<file path="src/rtl/serial_port_router.sv">
// Serial frame receiver: start bit, port, length, payload.
// Payload bits are steered to one of 2**PORT_W output ports.
module serial_port_router #(
    parameter int PORT_W = 2,
    parameter int LEN_W  = 4
) (
    input  logic                   clk,
    input  logic                   rst,
    input  logic                   clk_en,
    input  logic                   ser_in,
    output logic [2**PORT_W-1:0]   port_data,
    output logic [2**PORT_W-1:0]   port_valid,
    output logic [LEN_W-1:0]       remaining,
    output logic                   busy,
    output logic                   done
);

    localparam int NPORTS  = 2**PORT_W;
    localparam int CNT_MAX = (PORT_W > LEN_W) ? PORT_W : LEN_W;
    localparam int CNT_W   = (CNT_MAX < 2) ? 1 : $clog2(CNT_MAX);

    localparam logic [2:0] IDLE = 3'd0;
    localparam logic [2:0] PORT = 3'd1;
    localparam logic [2:0] LEN  = 3'd2;
    localparam logic [2:0] DATA = 3'd3;
    localparam logic [2:0] DONE = 3'd4;

    logic [2:0]        state;
    logic [PORT_W-1:0] port_sr;
    logic [LEN_W-1:0]  len_sr;
    logic [CNT_W-1:0]  cnt;
    logic [PORT_W-1:0] port_nxt;
    logic [LEN_W-1:0]  len_nxt;
    logic              port_last;
    logic              len_last;

    assign port_nxt  = (port_sr << 1) | PORT_W'(ser_in);
    assign len_nxt   = (len_sr << 1) | LEN_W'(ser_in);
    assign port_last = (cnt == CNT_W'(PORT_W - 1));
    assign len_last  = (cnt == CNT_W'(LEN_W - 1));

    always_ff @(posedge clk or negedge rst) begin
        if (!rst) begin
            state     <= IDLE;
            port_sr   <= '0;
            len_sr    <= '0;
            cnt       <= '0;
            remaining <= '0;
        end else if (clk_en) begin
            unique case (state)
                IDLE: begin
                    if (!ser_in) begin
                        state   <= PORT;
                        cnt     <= '0;
                        port_sr <= '0;
                        len_sr  <= '0;
                    end
                end
                PORT: begin
                    port_sr <= port_nxt;
                    if (port_last) begin
                        state <= LEN;
                        cnt   <= '0;
                    end else begin
                        cnt <= cnt + 1'b1;
                    end
                end
                LEN: begin
                    len_sr <= len_nxt;
                    if (len_last) begin
                        // Length lands in remaining on its own last bit.
                        remaining <= len_nxt;
                        cnt       <= '0;
                        state     <= (len_nxt == '0) ? DONE : DATA;
                    end else begin
                        cnt <= cnt + 1'b1;
                    end
                end
                DATA: begin
                    if (remaining != '0)
                        remaining <= remaining - 1'b1;
                    if (remaining <= LEN_W'(1))
                        state <= DONE;
                end
                DONE: state <= IDLE;
                default: state <= IDLE;
            endcase
        end
    end

    always_comb begin
        port_data  = '0;
        port_valid = '0;
        if (state == DATA && clk_en) begin
            port_data[port_sr]  = ser_in;
            port_valid[port_sr] = 1'b1;
        end
    end

    assign busy = (state != IDLE);
    assign done = (state == DONE);

    logic unused_np;
    assign unused_np = (NPORTS == 0);

endmodule

</file>
<file path="config.mk">
export PLATFORM = sky130hd
export DESIGN_NAME = serial_port_router
export DESIGN_NICKNAME = d
export VERILOG_FILES = /design/src/rtl/serial_port_router.sv
export SDC_FILE = /design/constraint.sdc
export NUM_CORES = 1
export LEC_CHECK = 0
export CORE_ASPECT_RATIO = 0.75
export CORE_MARGIN = 4
export CORE_UTILIZATION = 51
export DETAILED_ROUTE_END_ITERATION = 7
export GPL_TIMING_DRIVEN = 0
export PLACE_DENSITY = 0.78
export RECOVER_POWER = 50
export SLEW_MARGIN = 20
export SYNTH_ARGS = -nofsm -noshare
export SYNTH_HDL_FRONTEND = slang
export SYNTH_SLANG_ARGS = --single-unit
</file>
<file path="constraint.sdc">
create_clock -name clk -period 1.9 [get_ports clk]
set_input_delay 0.19 -clock clk [delete_from_list [all_inputs] [get_ports clk]]
set_output_delay 0.19 -clock clk [all_outputs]
set_load 0.02 [all_outputs]
</file>
Word-level counts from Yosys, hierarchy flattened. Index checks and enable logic that the tools add are counted.

Bits in registers: 14. Input port bits: 4. Output and inout bits: 14. Word-level logic and storage cells: 59.

Add/subtract/negate cells: 2. Magnitude comparators: 3. Equal/unequal tests: 11. Muxes and demuxes: 20. Bitwise logic cells: 3. Reduce and logical (&&, ||, !) cells: 15.

Operator list (count): 3-bit 2-to-1 mux (6); 4-bit 2-to-1 mux (4); 3-bit case mux with 4 select lines (1); 2-bit != test, second input constant (5); 3-bit AND reduction (3); 4-bit case mux with 2 select lines (1); 3-bit by 2-bit == test with 1-bit output, second input constant (2); 2-bit 2-to-1 mux (3); 2-bit case mux with 3 select lines (1); 3-bit case mux with 2 select lines (1); 2-bit nonzero test (3); 3-bit nonzero test (2); 5-bit AND reduction (1); 4-bit bitwise AND (1); 4-bit by 1-bit <= comparator with 1-bit output, second input constant (1); 4-bit logical NOT (1); 4-bit by 1-bit OR with 4-bit output (1); 2-bit case mux with 2 select lines (1); 4-bit AND reduction (1); 4-bit nonzero test (1); 4-bit by 1-bit subtractor with 4-bit output, second input constant (1); 3-bit by 1-bit == test with 1-bit output, second input constant (1); 3-bit == test, second input constant (1); 3-bit logical NOT (1); 9 further kinds (10).

Logic depth before layout (Yosys ltp). Gate-level depths: netlist (run 1).

Depth after elaboration: 6. Gate-level depth with buffers: 6. Gate-level depth less buffers: 6.

Worst setup path after synthesis (run 1). Ideal clock, no wire load.

Kind: register to register. From: register remaining[0]. To: register remaining[3]. Setup time: 0.121 ns. Data arrival time: 1.673 ns. Required time: 1.779 ns. Slack: 0.106 ns. Stages on the path, launching flop included: 7. Buffers on the path: 0. Clock period less this slack: 1.794 ns. Path through: dfrtp_1 -> inv_1 -> ha_1 -> nor4bb_1 -> nor4_4 -> o21ai_1 -> a22o_1.

Longest elaborated chain between the ends: 3. Elaborated cells between the ends (all ways): 6. Classes of those cells: 1 x add/sub; 1 x eq/ne; 2 x mux; 2 x reduce/logical.

RTL lines: start, declared (line 13) `output logic [LEN_W-1:0] remaining,`; start signal, assigned (line 72) `remaining <= len_nxt;`; start signal, assigned (line 81) `remaining <= remaining - 1'b1;`; 4-bit by 1-bit subtractor with 4-bit output / 4-bit nonzero test (equally long branches) (line 81, 80); 4-bit 2-to-1 mux / 2-bit != test (equally long branches); 4-bit case mux with 2 select lines / 4-bit AND reduction (equally long branches).

Parallel ways exist; a longest one is shown, timed or not. The select of a mux whose other input is x is not followed. A chain may end at the register's enable or synchronous reset.

Worst setup path in the final report (run 1).
From: register state[0]. To: output done.

Longest elaborated chain between the ends: 1.

RTL lines: start, declared (line 28) `logic [2:0] state;`; start signal, assigned (line 74) `state <= (len_nxt == '0) ? DONE : DATA;`; 3-bit == test (line 101) `assign done = (state == DONE);`; end, declared (line 15) `output logic done`.

No other way between the ends.

==> results of run 1 <==
final cells by class:
| type | instances | area share (%) |
|---|---|---|
| Buffer | 5 | 2.47 |
| Clock buffer | 4 | 2.99 |
| Inverter | 9 | 2.78 |
| Multi-Input combinational cell | 84 | 49.9 |
| Sequential cell | 14 | 28.9 |
| Tap cell | 22 | 2.27 |
| Timing Repair Buffer | 17 | 10.7 |
routing by layer:
layer / vias to the layer above / global-route usage [%]
li1: 448 / -
met1: 429 / 23.8
met2: 30 / 34.5
met3: 4 / 5.95
met4: 0 / 6.02
met5: - / 0
registers in the layout, indices dropped and copies added (netlist names):
signal / flops
state: 3
len_sr: 3
remaining: 4
port_sr: 2
cnt: 2
cell families (layout without fill, tap and decap cells):
kind of cell / count (synthesis) / count (layout) / share of synthesized area [%]
muxes: 4 / 4 / 4.35
buffers and inverters: 14 / 35 / 6.53
DFF: 14 / 14 / 35.9
and+or+nand+nor: 47 / 48 / 26.0
adders and majority gates: 5 / 5 / 6.40
AOI/OAI and AO/OA: 27 / 27 / 20.9
power breakdown:
part           switching [mW]  internal, mW
clock                   0.106         0.117
sequential              0.159         0.434
combinational           0.661         0.487
total                   0.925          1.04
layout by cell type, fill, tap and decap left out, types with 3 or more instances in the layout:
cell / instances
clkbuf_4: 3
nand2_1: 10
a22o_1: 3
nor2_1: 14
ha_1: 5
clkdlybuf4s50_1: 5
a21oi_1: 3
clkbuf_2: 4
dfrtp_1: 14
nor3_1: 5
nand2b_1: 4
buf_2: 6
o21ai_0: 5
inv_1: 9
stage by stage:
stage	hold WS, ps	utilization (%)	setup WS (ps)	instance area (um^2)
after CTS	324	68.3	7.78	1210
after global routing	406	68.5	-0.580	1210
after floorplan	-106	-	106	977
after global placement	528	66.3	-422	1170
final	360	68.5	91.3	1210
after detailed placement	541	66.3	-571	1170
critical path, cell delays in order (launching register included):
cell and delay [ps]:
dfrtp_1 380, buf_6 140, clkbuf_1 230, nor3_1 250, clkdlybuf4s15_1 330
repair_timing:
item | 4_1_cts | 5_1_grt
cloned | 0 | 1
hold endpoints to repair | 0 | 0
setup endpoints to repair | 10 | 9
gates resized for setup | 27 | 14
pin swaps | 0 | 1
setup buffers | 0 | 0
worst max path at each step:
stage                     cells past startpoint           end  slack [ps]          from
final                                         4          done          90      state[0]
after global routing                          4  port_data[3]        -0.6      state[2]
after CTS                                     4  port_data[0]           8      state[2]
after detailed placement                      5  port_data[0]        -570        clk_en
after global placement                        5  port_data[0]        -420        clk_en
after floorplan                               6  remaining[3]         110  remaining[0]
==> qor.tcl, run 1 <==
set qor(outcome) {completed}
set qor(grt_max_degree) 15
set qor(ys_seq_area_share_pct) 35.9
set qor(hold_class) {input pin to asynchronous set/reset pin}
set qor(fin_total_pwr_mw) 1.96
set qor(grt_first_pass_wirelength_mm) 3.83
set qor(antenna_found_initial) 0
set qor(die_w_um) 58.5
set qor(clk-insertion-delay-late_ps) 300
set qor(routedWlPerCell_um) 15.9
set qor(power_density_nw_per_um2) 1620
set qor(top_layer_used) {met4}
set qor(syn-cell-area_um2) 977
set qor(vdd.ir_drop.worst_v) 0.000884
set qor(synthFlopType) {dfrtp_1}
set qor(initial_utilization_pct) 55.1
set qor(dr_wl_met2_mm) 1.16
set qor(die_height_um) 45.9
set qor(setup.worst_path.end_class) {output pin}
set qor(cts_buffers) 3
set qor(core_area_um2) 1770
set qor(drcViolationCount) 0
set qor(detail_route.vias_per_cell) 5.88
set qor(clock_sink_total) 14
set qor(synthDominantAreaCellType) {dfrtp_1}
set qor(final_cells) 155
set qor(fraction_of_layout_instances_using_a_drive_strength_above_1_pct) 20.3
set qor(multi_input_gate_area_um2) 606
set qor(timing.slew.headroom_pct) 54.8
set qor(nNetsFinal) 143
set qor(path_clk_slew_ps) 90
set qor(cts_hold_buf) 0
set qor(path_max_fanout) 10
set qor(dpl.hpwl_mm) 1.79
set qor(leakage_nw) 0.529
set qor(rr_startpoint) {remaining[0]}
set qor(synthArstFlopShare_pct) 100
set qor(avgSynthCellArea_um2) 8.80
set qor(wl_met3_um) 146
set qor(cts_root_buf) {clkbuf_4}
set qor(cts_max_level) 1
set qor(synth_cell_type_count) 38
set qor(diodes) 0
set qor(path_class) {flip-flop to output pin}
set qor(first_drt_iteration_drcs) 37
set qor(globalRouteOverflowTotal) 0
set qor(dp.cells) 150
set qor(grt_pass1_vias) 822
set qor(start_kind) {flip-flop}
set qor(pins_over_their_slew_limit) 0
set qor(crit_required_ps) 1710
set qor(areaGrowthSynthToFinish_pct) 24.2
set qor(setup_tns_ps) 0
set qor(finClkSkew_ps) 9.70
set qor(max-clock-path-buffers) 2
set qor(yosys.area.top_type_share_pct) 35.9
set qor(reg2reg_depth) 6
set qor(fp.dieArea_um2) 2690
set qor(detail_route.wirelength_mm) 2.46
set qor(cts_tree) {done}
set qor(synth_enable_flop_cells) 0
set qor(postSynthNetCount) 120
set qor(synth_commonest_cells) {dfrtp_1 (14), nor2_1 (14), nand2_1 (10)}
set qor(globalplace.congestion) 0.853
set qor(antenna_violating_nets_post_route) 0
set qor(syn_inst) 111
set qor(postSynthRegisterBits) 14
set qor(r2r_setup_slack_ps) 140
set qor(number_of_endpoints_with_negative_hold_slack_in_the_final_report) 0
set qor(critPathArrivalTime_ps) 1620
set qor(yosys_warnings) 0
set qor(synth.top_cells.by_area) {dfrtp_1 (36%), ha_1 (6.4%), nor2_1 (5.4%)}
set qor(boundaryPins) 18
set qor(fin_crit_sh_pct) 95.2
set qor(firstDrtPassIters) 5
set qor(n_fill_cell) 152
set qor(grt_use_total_pct) 19.8
set qor(placement_rows) 13
set qor(timing.final.setup_violations) 0
set qor(routedLengthMet1_mm) 1.11
set qor(period_minus_slack_ps) 1810
set qor(maxCapViolCount) 0
set qor(dr_total_vias) 911
set qor(io_buffer_count) 17
set qor(critical_path.reg2reg.endpoint) {remaining[3]}
set qor(regArea_um2) 350
set qor(worst_pin_slew_ps) 676
set qor(fmaxAchievable_mhz) 553
(Power assumes the default switching activity.)
==> run 2, diff against run 1 <==
- CELL_PAD_IN_SITES_DETAIL_PLACEMENT: not set -> 0
- CELL_PAD_IN_SITES_GLOBAL_PLACEMENT: not set -> 1
- CORE_UTILIZATION: 51 -> 38
- PLACE_DENSITY: 0.78 -> not set
- PLACE_DENSITY_LB_ADDON: not set -> 0.1
==> run 2 against run 1 <==
Compared with the run above: clock skew up 3.1 ps; combinational power up 3%; via count up 0.22%; final cell count up 10%; worst hold slack better by 4.4 ps.
==> qor.tcl, run 2 (synthesis gave the netlist of run 1 again) <==
set qor(grt_pass1_vias) 851
set qor(nNetsFinal) 147
set qor(critPathArrivalTime_ps) 1980
set qor(top_usage_layer) {met1}
set qor(grt_util_met3_pct) 5.40
set qor(hold_class) {input pin to asynchronous set/reset pin}
set qor(globalRouteOverflowTotal) 0
set qor(period_minus_slack_ps) 1830
set qor(areaGrowthSynthToFinish_pct) 28.0
set qor(largest-register) {remaining}
set qor(cts_root_buf) {clkbuf_4}
set qor(combinationalPowerShare_pct) 59.3
set qor(worstPathCellList) {inv_1 > ha_1 > nor4bb_4 > nor4_4 > buf_4 > buf_4 > o211ai_1}
set qor(routedWlPerCell_um) 14.8
set qor(cts_hold_buf) 0
set qor(fmaxAchievable_mhz) 548
set qor(layout_common_cells) {nor2_1 (14), dfrtp_1 (14), nand2_1 (10)}
set qor(path_clk_slew_ps) 100
set qor(reg2reg_depth) 7
set qor(crit_path_top_delay_cell) {dfrtp_1}
set qor(cts_buffers) 3
set qor(maxCapViolCount) 0
set qor(largest_register_ffs) 4
set qor(detail_route.wirelength_mm) 2.53
set qor(cts_max_level) 1
set qor(fin_total_pwr_mw) 2.00
set qor(firstDrtPassIters) 4
set qor(vdd.ir_drop.worst_v) 0.000639
set qor(start_kind) {flip-flop}
set qor(grt_max_degree) 15
set qor(final_critical_path_setup_slack_ps) 74.5
set qor(groute.layer.met2.usage_pct) 22.4
set qor(boundaryPins) 18
set qor(detail_route.vias_per_cell) 5.34
set qor(clock_sink_total) 14
set qor(dr_total_vias) 913
set qor(fp.dieArea_um2) 3460
set qor(diodes) 0
set qor(critical-path-top-cell-by-count) {buf_4}
set qor(sw_frac_of_total_pct) 46.5
set qor(io_buffer_count) 17
set qor(die_w_um) 66.6
set qor(max-clock-path-buffers) 2
set qor(drcViolationCount) 0
set qor(placement.setup.worst_slack_ps) -426
set qor(met1_usage_pct) 23.2
set qor(finClkSkew_ps) 12.8
set qor(grt_use_total_pct) 16.3
set qor(path_class) {flip-flop to flip-flop}
set qor(pins_over_their_slew_limit) 0
set qor(antenna_violating_nets_post_route) 0
set qor(clk-insertion-delay-late_ps) 290
set qor(first_drt_iteration_drcs) 37
set qor(r2r_setup_slack_ps) 70
set qor(power_density_nw_per_um2) 1600
set qor(timing.slew.headroom_pct) 54.6
set qor(crit_required_ps) 2060
set qor(path_max_fanout) 5
set qor(die_height_um) 51.9
set qor(power.internal_mw) 1.07
set qor(fin_crit_sh_pct) 96.1
set qor(rr_startpoint) {remaining[0]}
set qor(dpl.hpwl_mm) 1.87
set qor(clockPowerShare_pct) 11.3
set qor(core_area_um2) 2360
set qor(worst_pin_slew_ps) 679
set qor(outcome) {completed}
set qor(grt_first_pass_wirelength_mm) 4.20
set qor(fraction_of_layout_instances_using_a_drive_strength_above_1_pct) 23.4
set qor(final_layout_worst_hold_slack_ps) 364
set qor(timing.final.setup_violations) 0
set qor(setup.worst_path.end_class) {flip-flop}
set qor(crit_start) {remaining[0]}
set qor(antenna_found_initial) 0
set qor(reg.largest.list) {remaining: 4 flops, len_sr: 3 flops, state: 3 flops}
set qor(number_of_endpoints_with_negative_hold_slack_in_the_final_report) 0
set qor(cts_tree) {done}
set qor(leakage_nw) 0.558
set qor(p_seq_share_pct) 29.4
set qor(total_switching_power_uw) 932
set qor(initial_utilization_pct) 41.3
set qor(globalplace.congestion) 0.821
set qor(cp_slowest_stage_delay_ps) 410
set qor(placement_rows) 15
-- run 2: power groups by stage --
stage / registers [mW] / logic [mW] / clock network (mW)
after global placement: 0.580 / 1.10 / 0
after detailed placement: 0.581 / 1.14 / 0
after floorplan: 0.597 / 0.762 / 0
final: 0.589 / 1.19 / 0.226
after global routing: 0.620 / 1.31 / 0.246
after CTS: 0.576 / 1.13 / 0.235
-- run 2: layer usage --
layer,part of all wire [%],wire (um)
met2,42,1070
met3,4.2,107
met4,1.4,35
met5,0,0
met1,52,1320
-- run 2: critical path, delay by kind of cell (launching register included) --
family,cells,cell delay [ps]
fa+ha+maj,1,260
buf+inv,3,370
compound gates,1,80
simple gates,2,570
flops,1,410
-- run 2: worst paths after layout --
check,end
max,remaining[0]
min,port_sr[1]
max reg2reg,remaining[0]
min reg2reg,len_sr[2]
max in group asynchronous,remaining[0]
min in group clk,len_sr[2]
-- run 2: stage by stage --
stage,std cells,util (%),area (um^2),TNS (ps)
2_1_floorplan,111,-,977,0
3_3_place_gp,162,50.3,1190,-3020
3_5_place_dp,162,50.3,1190,-2880
4_1_cts,166,52.3,1240,0
5_1_grt,171,52.9,1250,-58.1
6_report,171,52.9,1250,0
-- run 2: area by class of cell --
class                           count  area, um^2
Timing Repair Buffer               22         164
Tap cell                           34        42.5
Inverter                            9        33.8
Fill cell                         228        1110
Clock buffer                        4        36.3
Multi-Input combinational cell     83         594
Buffer                              5        30.0
Sequential cell                    14         350
-- run 2: repair_timing --
item,in CTS,in global routing
resized for setup,23,20
buffers inserted,0,5
setup endpoints to repair,10,15
pin swaps,0,1
==> run 3, diff against run 2 <==
- CAP_MARGIN: not set -> 20
==> results of run 3 <==
Final layout, timing and power as in run 2 (identical DEF).
